--- config.mk ---
export PLATFORM = sky130hd
export DESIGN_NAME = turbo_codec_scheduler
export DESIGN_NICKNAME = d
export VERILOG_FILES = /design/src/rtl/turbo_codec_scheduler.sv
export SDC_FILE = /design/constraint.sdc
export NUM_CORES = 1
export LEC_CHECK = 0
export CORE_MARGIN = 10
export CORE_UTILIZATION = 36
export CTS_CLUSTER_SIZE = 30
export DETAILED_ROUTE_END_ITERATION = 8
export SLEW_MARGIN = 10
export SYNTH_ARGS = -nofsm -noshare
export SYNTH_HDL_FRONTEND = slang
export SYNTH_SLANG_ARGS = --single-unit
--- constraint.sdc ---
create_clock -name clk -period 2.22 [get_ports clk]
set_input_delay 0.333 -clock clk [delete_from_list [all_inputs] [get_ports clk]]
set_output_delay 0.333 -clock clk [all_outputs]
set_load 0.05 [all_outputs]
--- src/rtl/turbo_codec_scheduler.sv ---
// Round-robin scheduler sharing one turbo encoder/decoder engine pair between an encode and a decode requester.
// Define TURBO_SCHED_STATS_EN to build the saturating stat_* completion/timeout counters.
module turbo_codec_scheduler #(
  parameter int unsigned BLOCK_LEN = 8,
  parameter int unsigned TIMEOUT   = 64
) (
  input  logic                 clk,
  input  logic                 reset,
  input  logic                 enc_req,
  input  logic [BLOCK_LEN-1:0] enc_data,
  output logic                 enc_gnt,
  output logic                 enc_done,
  output logic [2:0]           enc_result,
  input  logic                 dec_req,
  input  logic [2:0]           dec_sym,
  output logic                 dec_gnt,
  output logic                 dec_done,
  output logic                 dec_result,
  output logic                 err_timeout,
  output logic                 busy,
  output logic                 eng_start,
  output logic                 eng_mode,
  output logic                 eng_data,
  output logic [2:0]           eng_sym,
  input  logic                 eng_valid,
  input  logic [2:0]           eng_enc_out,
  input  logic                 eng_dec_out,
  output logic [7:0]           stat_enc_cnt,
  output logic [7:0]           stat_dec_cnt,
  output logic [7:0]           stat_to_cnt
);

  localparam int unsigned FCW = $clog2(BLOCK_LEN + 1);
  localparam int unsigned TCW = $clog2(TIMEOUT);

  typedef enum logic [1:0] {IDLE, FEED, WAIT, DONE} state_t;

  state_t               state;
  logic                 last_enc;
  logic [BLOCK_LEN-1:0] enc_sr;
  logic [2:0]           sym_q;
  logic [FCW-1:0]       feed_cnt;
  logic [TCW-1:0]       to_cnt;
  logic [FCW-1:0]       feed_last;
  logic                 wait_ok;
  logic                 wait_to;

  // FEED holds one extra cycle so the WAIT state never sees a valid that overlaps eng_start
  assign feed_last = eng_mode ? FCW'(BLOCK_LEN) : FCW'(1);
  assign wait_ok   = (state == WAIT) && eng_valid;
  assign wait_to   = (state == WAIT) && !eng_valid && (to_cnt == TCW'(TIMEOUT - 1));

  always_ff @(posedge clk) begin
    if (reset) begin
      state       <= IDLE;
      last_enc    <= 1'b0;
      enc_sr      <= '0;
      sym_q       <= '0;
      feed_cnt    <= '0;
      to_cnt      <= '0;
      enc_gnt     <= 1'b0;
      dec_gnt     <= 1'b0;
      enc_done    <= 1'b0;
      dec_done    <= 1'b0;
      enc_result  <= '0;
      dec_result  <= 1'b0;
      err_timeout <= 1'b0;
      busy        <= 1'b0;
      eng_start   <= 1'b0;
      eng_mode    <= 1'b0;
      eng_data    <= 1'b0;
      eng_sym     <= '0;
    end else begin
      enc_gnt     <= 1'b0;
      dec_gnt     <= 1'b0;
      enc_done    <= 1'b0;
      dec_done    <= 1'b0;
      err_timeout <= 1'b0;
      case (state)
        IDLE: begin
          // encode wins unless decode is also pending and encode went last
          if (enc_req && (!dec_req || !last_enc)) begin
            enc_gnt  <= 1'b1;
            enc_sr   <= enc_data;
            eng_mode <= 1'b1;
            last_enc <= 1'b1;
            busy     <= 1'b1;
            feed_cnt <= '0;
            state    <= FEED;
          end else if (dec_req) begin
            dec_gnt  <= 1'b1;
            sym_q    <= dec_sym;
            eng_mode <= 1'b0;
            last_enc <= 1'b0;
            busy     <= 1'b1;
            feed_cnt <= '0;
            state    <= FEED;
          end
        end
        FEED: begin
          if (feed_cnt == feed_last) begin
            eng_start <= 1'b0;
            eng_data  <= 1'b0;
            eng_sym   <= '0;
            to_cnt    <= '0;
            state     <= WAIT;
          end else begin
            eng_start <= 1'b1;
            feed_cnt  <= feed_cnt + FCW'(1);
            if (eng_mode) begin
              eng_data <= enc_sr[0];
              enc_sr   <= enc_sr >> 1;
            end else begin
              eng_sym <= sym_q;
            end
          end
        end
        WAIT: begin
          if (wait_ok || wait_to) begin
            if (eng_mode) begin
              enc_done   <= 1'b1;
              enc_result <= wait_ok ? eng_enc_out : 3'b000;
            end else begin
              dec_done   <= 1'b1;
              dec_result <= wait_ok ? eng_dec_out : 1'b0;
            end
            err_timeout <= wait_to;
            state       <= DONE;
          end else begin
            to_cnt <= to_cnt + TCW'(1);
          end
        end
        DONE: begin
          busy  <= 1'b0;
          state <= IDLE;
        end
        default: state <= IDLE;
      endcase
    end
  end

`ifdef TURBO_SCHED_STATS_EN
  // saturating counters, updated on the edge that produces the done pulse
  always_ff @(posedge clk) begin
    if (reset) begin
      stat_enc_cnt <= '0;
      stat_dec_cnt <= '0;
      stat_to_cnt  <= '0;
    end else begin
      if (wait_ok && eng_mode && (stat_enc_cnt != 8'hFF))
        stat_enc_cnt <= stat_enc_cnt + 8'd1;
      if (wait_ok && !eng_mode && (stat_dec_cnt != 8'hFF))
        stat_dec_cnt <= stat_dec_cnt + 8'd1;
      if (wait_to && (stat_to_cnt != 8'hFF))
        stat_to_cnt <= stat_to_cnt + 8'd1;
    end
  end
`else
  assign stat_enc_cnt = 8'd0;
  assign stat_dec_cnt = 8'd0;
  assign stat_to_cnt  = 8'd0;
`endif

endmodule

==> out/results.tsv <==
stage	metric	value	unit
cells_and_area	synth-to-layout area growth	22.4	%
route	WL/cell	14.2	µm
setup_path	r2r endpoint	to_cnt[0]	
setup_path	R2R cell count	6	
timing	Hold Fails Final Rpt	0	
synth	Seq cells post-synth	39	
power_and_ir_drop	P_leak	0.976	nW
setup_path	Setup Crit Path Kind	flop to flop	
timing	relative slew slack	0.657	
place	DP Area	0.00252	mm²
cells_and_area	design area	0.00262	mm²
global_route	GRT Util Overall	0.107	
power_and_ir_drop	worst ir drop on vdd	383	µV
place	routability cong.	0.774	
power_and_ir_drop	P per Cell Area	1000	mW/mm²
place	Placed Cells	352	
setup_path	crit start category	flop	
timing	clk_skew	5.51	ps
timing	Worst-Margin Slew	513	ps
synth	synth top area cells	dfxtp_1, buf_4, ha_1	
clock_tree	clock-pin transition on the worst setup and hold timing paths	90	ps
synth	XOR/XNOR share of the synthesized area	0	
timing	fin crit period	1830	ps
run	max_cap viols	0	
outcome	outcome	finished clean	
setup_path	slack of the worst reg-to-reg path	390	ps
worst_hold_path	Hold Crit Class	flop to flop	
clock_tree	TritonCTS Buffers	5	
clock_tree	clock tree buffer depth	2	
clock_tree	hold_buf cts	0	
timing	Final setup violation count	0	
cells_and_area	Final nets	311	
timing	Slew Limit Fails	0	
route	drt via density	4.94	
setup_path	CP arrival	2010	ps
synth	mux share of post-synthesis cell area	0.0380	
synth	Post-Synth Adder-Cell Area	0.0409	
setup_path	Reg-to-Reg Start	state[1]	
global_route	grt total ovfl	0	
route	drt drc	0	
die	Die Ht	97.1	µm
clock_tree	htree depth	2	
route	DRT Pass-1 Iters	4	
setup_path	Setup crit end kind	flop	
die	Ports	60	
clock_tree	CTS sink count	39	
synth	cell area after synthesis	0.00214	mm²
synth	Async SR Flop Fraction	0	
cells_and_area	Final Non-Filler Cells	360	
setup_path	worst path required time	2400	ps
synth	Yosys Warn Count	0	
die	Die ar.	0.00943	mm²
die	core area	0.00585	mm²
setup_path	Critical Path Fanout Max	11	
global_route	pin count of the biggest net entering global routing	16	
synth	area fraction of the dominant cell type after synthesis	0.365	
route	ANT nets after route	0	
route	DR vias	1779	
clock_tree	CTS tree	built	
synth	simple-gate share of the synthesized area	0.202	
setup_path	CP Capture Point	to_cnt[0]	
cells_and_area	Antenna diodes	0	
synth	most used flip-flop cell after synthesis	dfxtp_1	
cells_and_area	final core occ	0.448	
global_route	initial antenna violation count	0	
synth	Netlist cell types	49	
global_route	vias in the first global route	1756	
synth	Avg Inst Size Synth	8.84	µm²
global_route	global-route wire length before repair	8510	µm
timing	Max Freq	545	MHz
synth	most frequent cells after synthesis	dfxtp_1, buf_4, nand2_1, nor3_1, nor2_1	
timing	Setup TNS	0	ps
die	initial core utilization	0.366	
clock_tree	setup bufs post-CTS	0	
route	Post-Route WL	5120	µm
synth	top-count cell post-synth	dfxtp_1	
synth	leading area contributor after synthesis	dfxtp_1	
die	Row Count	28	
synth	Mapped Cells	242	
synth	sequential area share after synthesis	0.365	
timing	Final Cycle Share	0.826	
clock_tree	Resized Gates After CTS	0	
place	post-detail-place hpwl	4000	µm
route	Iter 0 DRT Violations	107	
synth	Post-synth EDFFs	0	
place	I/O Buffers	35	
setup_path	CP startpoint	state[1]	
die	die width	97.1	µm
synth	largest family of logic cells by synthesized area	compound AO/OA/AOI/OAI gates	
clock_tree	Skew-Pair Late Insertion Delay	300	ps
synth	Compound-Gate Fraction of Synth Area	0.229	
cells_and_area	share of layout cells above drive strength 1	0.119	
timing	final hold slack	471	ps
timing	RSZ-0062 raised after global routing	false	
clock_tree	Root Driver	clkbuf_8	
## state kept, by name, summed over array words and instances, names as in the netlist, 2 cells and up
| signal | cells |
|---|---|
| feed_cnt | 4 |
| enc_result | 3 |
| enc_sr | 8 |
| eng_sym | 3 |
| to_cnt | 6 |
| state | 2 |
| sym_q | 3 |
## placed cells by master, fill, tap and decap left out, drive strengths merged, types with 2 or more instances in the layout
master / Yosys / routed
a2111oi: 3 / 3
a211o: 2 / 2
a211oi: 3 / 3
a21boi: 3 / 3
a21oi: 12 / 12
a221oi: 8 / 8
a2bb2oi: 4 / 4
a32o: 4 / 4
and2: 3 / 3
buf: 28 / 13
clkbuf: 7 / 5
clkdlybuf4s50: 0 / 34
clkinv: 0 / 2
conb: 1 / 24
dfxtp: 39 / 39
ha: 7 / 7
inv: 8 / 8
mux2i: 7 / 7
nand2: 22 / 22
nand3: 5 / 5
nand4: 2 / 2
nor2: 14 / 14
nor2b: 11 / 11
nor3: 17 / 17
nor3b: 2 / 2
nor4: 2 / 2
o21ai: 10 / 10
o32ai: 2 / 2
## power breakdown
group / internal, mW / total, mW / switching, mW
clock network: 0.225 / 0.500 / 0.276
logic: 0.457 / 1.23 / 0.770
registers: 0.817 / 0.896 / 0.0794
## per-layer routing
metal  share of wire  routed length (µm)  vias to the layer above  track usage
li1                -                   -                      914            -
met1            0.43                2200                      821        0.115
met2            0.51                2590                       38        0.187
met3           0.054                 274                        6       0.0405
met4           0.012                  62                        0       0.0341
met5               0                   0                        -            0
## stage by stage
step           total power [mW]  worst slack, ps
3_3_place_gp               2.14              303
3_5_place_dp               2.15              245
4_1_cts                    2.65              344
2_1_floorplan              1.84              476
6_report                   2.62              387
5_1_grt                    2.82              222
## worst min-delay path by stage
| stage | start | endpoint | slack, ps | cells after the start |
|---|---|---|---|---|
| floorplan | eng_valid | err_timeout | 410 | 1 |
| global placement | enc_result[2] | enc_result[2] | 460 | 2 |
| detailed placement | eng_sym[1] | eng_sym[1] | 450 | 1 |
| CTS | eng_sym[1] | eng_sym[1] | 470 | 1 |
| global route | eng_sym[1] | eng_sym[1] | 490 | 1 |
| finish | eng_sym[1] | eng_sym[1] | 470 | 1 |
## logic make-up (layout without fill, tap and decap cells)
logic type | Yosys count | in the layout
AND/OR/NAND/NOR | 84 | 84
AO/OA/AOI/OAI | 60 | 60
buffers and inverters | 43 | 63
flip-flops | 39 | 39
multiplexers | 8 | 8
adder cells (fa/ha/maj) | 7 | 7
other | 1 | 24
## worst max-delay path: stages (launching register included)
cell	delay, ps
dfxtp_1	340
inv_1	100
ha_1	430
buf_4	240
nand2b_1	90
a32oi_2	380
mux2i_1	120
## cell type report
cell class                      count  area, µm²
Clock buffer                        5       68.8
Clock inverter                      3       25.0
Fill cell                         604       3230
Inverter                            8       30.0
Multi-Input combinational cell    183       1180
Sequential cell                    39        781
Tap cell                           75       93.8
Timing Repair Buffer               47        438
No activity file was read; power rests on OpenSTA's default activity.
